$ cat src/rtl/slt_16b_pkg.sv
// Shared ALU definitions used by the set-less-than unit: data width, word type
// and the two legal SLT result encodings.
package slt_16b_pkg;

  localparam int DATA_W = 16;

  typedef logic [DATA_W-1:0] word_t;

  localparam word_t SLT_TRUE  = 16'h0001;
  localparam word_t SLT_FALSE = 16'h0000;

  // Map the single-bit compare outcome onto a full ALU result word.
  function automatic word_t slt_word(input logic lt);
    word_t res;
    if (lt) begin
      res = SLT_TRUE;
    end else begin
      res = SLT_FALSE;
    end
    return res;
  endfunction

endpackage

$ cat src/rtl/slt_16b_full_adder_1b.sv
// One-bit full adder cell; sixteen of these form the ripple subtractor.
module full_adder_1b (
  input  logic a,
  input  logic b,
  input  logic cin,
  output logic sum,
  output logic cout
);

  assign sum  = a ^ b ^ cin;
  assign cout = (a & b) | (a & cin) | (b & cin);

endmodule

$ cat src/rtl/slt_16b.sv
// Registered 16-bit signed set-less-than: A - B via a ripple chain, with the
// sign of the difference corrected by the overflow flag.
module slt_16b
  import slt_16b_pkg::*;
#(
  parameter int WIDTH = 16
) (
  input  logic             clk,
  input  logic             rst_n,
  input  logic [WIDTH-1:0] A,
  input  logic [WIDTH-1:0] B,
  output logic [WIDTH-1:0] out,
  output logic             overflow
);

  logic [WIDTH-1:0] b_inv_s;
  logic [WIDTH-1:0] diff_s;
  logic [WIDTH:0]   carry_s;
  logic             carry_into_msb_s;
  logic             carry_out_msb_s;
  logic             ovf_s;
  logic             lt_s;
  logic [WIDTH-1:0] out_r;
  logic             overflow_r;

  assign b_inv_s    = ~B;
  assign carry_s[0] = 1'b1;

  for (genvar i = 0; i < WIDTH; i++) begin : g_chain
    full_adder_1b u_fa (
      .a    (A[i]),
      .b    (b_inv_s[i]),
      .cin  (carry_s[i]),
      .sum  (diff_s[i]),
      .cout (carry_s[i+1])
    );
  end

  assign carry_into_msb_s = carry_s[WIDTH-1];
  assign carry_out_msb_s  = carry_s[WIDTH];

  // Overflow flips the sign of the raw difference, so fold it into the compare.
  always_comb begin
    ovf_s = carry_into_msb_s ^ carry_out_msb_s;
    lt_s  = diff_s[WIDTH-1] ^ ovf_s;
  end

  // Result registers; reset clears both without waiting for a clock edge.
  always_ff @(posedge clk or negedge rst_n) begin
    if (!rst_n) begin
      out_r      <= SLT_FALSE;
      overflow_r <= 1'b0;
    end else begin
      out_r      <= slt_word(lt_s);
      overflow_r <= ovf_s;
    end
  end

  assign out      = out_r;
  assign overflow = overflow_r;

endmodule

$ cat config.mk
export PLATFORM = sky130hd
export DESIGN_NAME = slt_16b
export DESIGN_NICKNAME = d
export VERILOG_FILES = /design/src/rtl/slt_16b_pkg.sv /design/src/rtl/slt_16b_full_adder_1b.sv /design/src/rtl/slt_16b.sv
export SDC_FILE = /design/constraint.sdc
export NUM_CORES = 1
export LEC_CHECK = 0
export CAP_MARGIN = 5
export CORE_MARGIN = 2
export CORE_UTILIZATION = 35
export CTS_BUF_LIST = sky130_fd_sc_hd__clkbuf_2 sky130_fd_sc_hd__clkbuf_4 sky130_fd_sc_hd__clkbuf_8
export DETAILED_ROUTE_END_ITERATION = 16
export GPL_ROUTABILITY_DRIVEN = 1
export GPL_TIMING_DRIVEN = 1
export PLACE_DENSITY = 0.95
export RECOVER_POWER = 25
export SYNTH_ARGS = -nofsm -noshare
export SYNTH_HDL_FRONTEND = slang
export SYNTH_HIERARCHICAL = 1
export SYNTH_SLANG_ARGS = --single-unit
$ cat constraint.sdc
create_clock -name clk -period 1.2 [get_ports clk]
set_input_delay 0.24 -clock clk [delete_from_list [all_inputs] [get_ports clk]]
set_output_delay 0.24 -clock clk [all_outputs]
set_load 0.01 [all_outputs]
# Word level (Yosys, flattened, before mapping)

Index checks and enable logic that the tools add are counted.

Logic and storage cells: 86
Input bits: 34
Register bits after elaboration: 2

Multiplexer cells: 1
Bitwise operators: 83

Operators by type and width:

| cell              | count |
|---|---|
| bitwise AND 1 bit | 46 |
| bitwise OR 1 bit  | 32 |
| NOT 16 bit        | 1 |
| bitwise XOR 1 bit | 4 |
| 2-to-1 mux 1 bit  | 1 |

# Logic depth before layout (Yosys ltp)

Depth in word-level cells: 52
Depth in mapped cells: 18

# By module

Netlist, hierarchy kept.

By module, submodules not included:

| module        | cells an instance | area an instance (um2) | instances |
|---|---|---|---|
| full_adder_1b | 1                 | 20.0                   | 16 |
| slt_16b       | 37                | 262.8                  | 1 |

# Least setup slack after synthesis

OpenSTA, ideal clock, no wires.

Path type: input to register
Start point: in B[0]
End point: reg out_r[0] (netlist: out[0])
Cell stages on the path: 18
Arrival: 6813 ps
Buffers on the path: 0
Required time: 1064 ps
Setup slack: -5749 ps
Path through: inv_1 > fa_1 > fa_1 > fa_1 > fa_1 > fa_1 > fa_1 > fa_1 > fa_1 > fa_1 > fa_1 > fa_1 > fa_1 > fa_1 > fa_1 > fa_1 > fa_1 > xor3_1

Longest elaborated chain between the ends: 52

RTL lines:

| item                   | line                        | RTL |
|---|---|---|
| start: declaration     | slt_16b.sv:11               | `input logic [WIDTH-1:0] B,` |
| NOT 16 bit (*)         | slt_16b.sv:26               | `assign b_inv_s = ~B;` |
| bitwise AND 1 bit      | slt_16b_full_adder_1b.sv:11 | `assign cout = (a & b) \| (a & cin) \| (b & cin);` |
| bitwise OR 1 bit       | slt_16b_full_adder_1b.sv:11 |  |
| bitwise OR 1 bit (*)   | slt_16b_full_adder_1b.sv:11 |  |
| net carry_s[1]         | slt_16b.sv:18               | `logic [WIDTH:0] carry_s;` |
| bitwise AND 1 bit      | slt_16b_full_adder_1b.sv:11 |  |
| bitwise OR 1 bit       | slt_16b_full_adder_1b.sv:11 |  |
| bitwise OR 1 bit (*)   | slt_16b_full_adder_1b.sv:11 |  |
| net carry_s[2]         | slt_16b.sv:18               |  |
| [3 not listed]         | -                           |  |
| net carry_s[3]         | slt_16b.sv:18               |  |
| [3 not listed]         | -                           |  |
| net carry_s[4]         | slt_16b.sv:18               |  |
| [3 not listed]         | -                           |  |
| net carry_s[5]         | slt_16b.sv:18               |  |
| [3 not listed]         | -                           |  |
| net carry_s[6]         | slt_16b.sv:18               |  |
| [3 not listed]         | -                           |  |
| net carry_s[7]         | slt_16b.sv:18               |  |
| [3 not listed]         | -                           |  |
| net carry_s[8]         | slt_16b.sv:18               |  |
| [3 not listed]         | -                           |  |
| net carry_s[9]         | slt_16b.sv:18               |  |
| [3 not listed]         | -                           |  |
| net carry_s[10]        | slt_16b.sv:18               |  |
| [3 not listed]         | -                           |  |
| net carry_s[11]        | slt_16b.sv:18               |  |
| [3 not listed]         | -                           |  |
| net carry_s[12]        | slt_16b.sv:18               |  |
| [3 not listed]         | -                           |  |
| net carry_s[13]        | slt_16b.sv:18               |  |
| [3 not listed]         | -                           |  |
| net carry_s[14]        | slt_16b.sv:18               |  |
| [3 not listed]         | -                           |  |
| net carry_into_msb_s   | slt_16b.sv:19               | `logic carry_into_msb_s;` |
| bitwise AND 1 bit      | slt_16b_full_adder_1b.sv:11 |  |
| bitwise OR 1 bit       | slt_16b_full_adder_1b.sv:11 |  |
| bitwise OR 1 bit (*)   | slt_16b_full_adder_1b.sv:11 |  |
| net carry_out_msb_s    | slt_16b.sv:20               | `logic carry_out_msb_s;` |
| bitwise XOR 1 bit (*)  | slt_16b.sv:44               | `ovf_s = carry_into_msb_s ^ carry_out_msb_s;` |
| bitwise XOR 1 bit (*)  | slt_16b.sv:45               | `lt_s = diff_s[WIDTH-1] ^ ovf_s;` |
| net lt_s               | slt_16b.sv:22               | `logic lt_s;` |
| 2-to-1 mux 1 bit (*)   | slt_16b_pkg.sv:15           | `if (lt) begin` |
| end signal: assignment | slt_16b.sv:54               | `out_r <= slt_word(lt_s);` |
| end: declaration       | slt_16b.sv:23               | `logic [WIDTH-1:0] out_r;` |

Mark *: on every way through the listed nets, which the timed path passes. The rest lies on a longest branch.

# Worst setup path in the final report

Start point: in A[0]
End point: reg out_r[0] (netlist: out[0])

RTL lines:

| item                               | line                        | RTL |
|---|---|---|
| start: declaration                 | slt_16b.sv:10               | `input logic [WIDTH-1:0] A,` |
| bitwise AND 1 bit                  | slt_16b_full_adder_1b.sv:11 |  |
| bitwise OR 1 bit (*) (2 in series) | slt_16b_full_adder_1b.sv:11 |  |
| net carry_s[1]                     | slt_16b.sv:18               |  |
| bitwise AND 1 bit                  | slt_16b_full_adder_1b.sv:11 |  |
| bitwise OR 1 bit                   | slt_16b_full_adder_1b.sv:11 |  |
| bitwise OR 1 bit (*)               | slt_16b_full_adder_1b.sv:11 |  |
| net carry_s[2]                     | slt_16b.sv:18               |  |
| bitwise AND 1 bit                  | slt_16b_full_adder_1b.sv:11 |  |
| [2 not listed]                     | -                           |  |
| net carry_s[3]                     | slt_16b.sv:18               |  |
| [3 not listed]                     | -                           |  |
| net carry_s[4]                     | slt_16b.sv:18               |  |
| [3 not listed]                     | -                           |  |
| net carry_s[5]                     | slt_16b.sv:18               |  |
| [3 not listed]                     | -                           |  |
| net carry_s[6]                     | slt_16b.sv:18               |  |
| [3 not listed]                     | -                           |  |
| net carry_s[7]                     | slt_16b.sv:18               |  |
| [3 not listed]                     | -                           |  |
| net carry_s[8]                     | slt_16b.sv:18               |  |
| [3 not listed]                     | -                           |  |
| net carry_s[9]                     | slt_16b.sv:18               |  |
| [3 not listed]                     | -                           |  |
| net carry_s[10]                    | slt_16b.sv:18               |  |
| [3 not listed]                     | -                           |  |
| net carry_s[11]                    | slt_16b.sv:18               |  |
| [3 not listed]                     | -                           |  |
| net carry_s[12]                    | slt_16b.sv:18               |  |
| [3 not listed]                     | -                           |  |
| net carry_s[13]                    | slt_16b.sv:18               |  |
| [3 not listed]                     | -                           |  |
| net carry_s[14]                    | slt_16b.sv:18               |  |
| [1 not listed]                     | -                           |  |
| bitwise OR 1 bit                   | slt_16b_full_adder_1b.sv:11 |  |
| bitwise OR 1 bit (*)               | slt_16b_full_adder_1b.sv:11 |  |
| net carry_into_msb_s               | slt_16b.sv:19               |  |
| bitwise XOR 1 bit (*)              | slt_16b_full_adder_1b.sv:10 | `assign sum = a ^ b ^ cin;` |
| net diff_s[15]                     | slt_16b.sv:17               | `logic [WIDTH-1:0] diff_s;` |
| bitwise XOR 1 bit (*)              | slt_16b.sv:45               |  |
| net lt_s                           | slt_16b.sv:22               |  |
| 2-to-1 mux 1 bit (*)               | slt_16b_pkg.sv:15           |  |

Marked as above.

==> metrics.csv <==
metric,value,unit
run status,"finished, violations left",
violated checks,negative setup slack,
"Avg Cell Area, Syn",11.0,µm²
cts bufs inserted,3,
Clock Sinks,2,
Initial DRT Pass Iterations,3,
Syn Inst Count,53,
HPWL Detailed,991,µm
clock share of power,0.263,
chip height,44.8,µm
VDD IR max,0.747,mV
n_diodes,0,
CTS tree,done,
Post-Layout Cell Count,109,
internal power,384,µW
synth unique cells,7,
number of max-cap violations,0,
routed length per instance,9.90,µm
Die X,44.8,µm
share of layout cells above drive strength 1,0.280,
core area,1540,µm²
hold crit path type,input port to asynchronous set/reset pin,
Area contributors post-synth,"fa_1 (55%), buf_4 (19%), inv_1 (10%)",
clk slew on worst S/H paths,0.03,ns
crit path launch type,input port,
Congestion Overflow GR,0,
post-synth top area cell,fa_1,
DRC,0,
final hold violation count,0,
vias in the first global route,457,
net switching power,172,µW
root buf cell,clkbuf_4,
Logic pwr share,0.572,
first-pass GRT wire length,1.73,mm
"Setup violations, final",2,
setup tns final,-10.08,ns
RSZ-0062 raised after global routing,true,
switch share,0.310,
hold buffers post-CTS,0,
Syn. warnings,6,
Routed WL,1.08,mm
Tmin final,6.24,ns
GRT Overall Usage,0.123,
Initial Utilization,0.378,
routability cong.,0.605,
Layout area overhead,67.0,%
CP required,1.29,ns
area share of the largest cell type after synthesis,0.549,
cell area after synthesis,583,µm²
Antenna Nets Post-Route,0,
CP max stage cell,fa_2,
"Seq/Total Area, Yosys",0.0858,
max incr delay on CP,0.53,ns
row count,14,
Post-layout nets,145,
Max Buffers Root-to-Sink,2,
most frequent CP cell,fa_2,
Ports,51,
LEAKAGE,0.000456,µW
post-route setup slack,-5.04,ns
period utilisation layout,5.20,
initial DRC count,2,
dpl cells,105,
fillers,133,
crit-path cells,"buf_6, fa_2, fa_2, fa_2, fa_2, fa_2, fa_2, fa_2, fa_2, fa_2, fa_2, fa_2, fa_2, fa_2, fa_2, fa_2, fa_2, xor3_1",
crit-path max FO,2,
pwr/cell area,571,nW/µm²
Seq cells post-synth,2,
vias per inst,3.65,
max-slew violation count,0,
crit end category,flip-flop,
Worst Path Arrival,6.33,ns
die footprint,2010,µm²
H-tree Lvls,1,
antenna violations before repair,0,
port buffer count,35,
Sequential Power Share,0.165,
vias,398,
Fmax,160,MHz
Crit Path Class,input port to flip-flop,
largest net degree at the start of global routing,3,
## layout make-up
cell class / count / area (µm²) / area share
multi-input combinational: 34 / 453 / 0.465
sequential: 2 / 50.0 / 0.0514
tap: 16 / 20.0 / 0.0206
clock buffer: 3 / 22.5 / 0.0231
inverter: 16 / 60.1 / 0.0617
timing repair buffer: 38 / 368 / 0.378
## power by group through the flow
stage                     Clock, µW  Sequential (µW)  Combinational, µW
after detailed placement          0             94.5                330
after floorplan                   0              106                164
after global routing            159             95.7                350
after global placement            0             92.9                319
final                           146             91.7                318
after CTS                       150             92.4                324
## metrics by stage
stage | setup slack [ns] | utilization | power [µW] | hold WS [ns] | area, µm²
floorplan | -5.13 | - | 270 | -0.0556 | 676
global placement | -5.65 | 0.615 | 412 | 0.414 | 948
detailed placement | -5.73 | 0.615 | 425 | 0.417 | 948
CTS | -5.06 | 0.634 | 566 | 0.181 | 977
global route | -5.16 | 0.631 | 605 | 0.251 | 973
finish | -5.04 | 0.631 | 556 | 0.251 | 973
## cell families (layout without fill, tap and decap cells)
logic type	Yosys count	in the layout	synth area share
DFF	2	2	0.0858
xor gates and xnor gates	2	2	0.0558
buffers and inverters	31	57	0.296
other	2	16	0.0129
adders and majority gates	16	16	0.549
## synthesized netlist by cell type
library cell and instances:
fa_1 16, dfrtp_1 2, buf_4 15, conb_1 2, xor3_1 1, inv_1 16, xor2_1 1
## critical path, delay by kind of cell
family     cells  cell delay, ns
buf+inv        1            0.09
fa+ha+maj     16            5.78
xor+xnor       1            0.21
## worst max-delay path by stage
stage | from | endpoint | slack [ns] | depth (start not counted)
finish | A[0] | out[0] | -5.04 | 18
global route | A[0] | out[0] | -5.16 | 18
detailed placement | B[0] | out[0] | -5.73 | 19
CTS | A[0] | out[0] | -5.06 | 18
floorplan | A[0] | out[0] | -5.13 | 17
global placement | B[0] | out[0] | -5.65 | 19
## per-layer routing
metal | track usage | wire length, µm | part of all wire
met4 | 0.0529 | 11 | 0.010
met3 | 0.0400 | 162 | 0.15
met2 | 0.264 | 657 | 0.61
met5 | 0 | 0 | 0
met1 | 0.0941 | 247 | 0.23
## flip-flops by register name (all words and copies together), names as in the netlist
register  count
overflow      1
out           1
## placed cells by master (no fill, tap or decap)
cell	count
buf_2	1
buf_4	2
buf_6	2
clkbuf_4	3
clkdlybuf4s50_1	28
conb_1	16
dfrtp_1	2
dlygate4sd2_1	4
dlygate4sd3_1	1
fa_2	16
inv_1	14
inv_2	2
xor2_1	1
xor3_1	1
## timing repair
item,4_1_cts,5_1_grt
endpoints found under the setup margin,4,2
setup buffers,1,1
gates resized for setup,15,0
pin swaps,1,1
(Power assumes the default switching activity.)
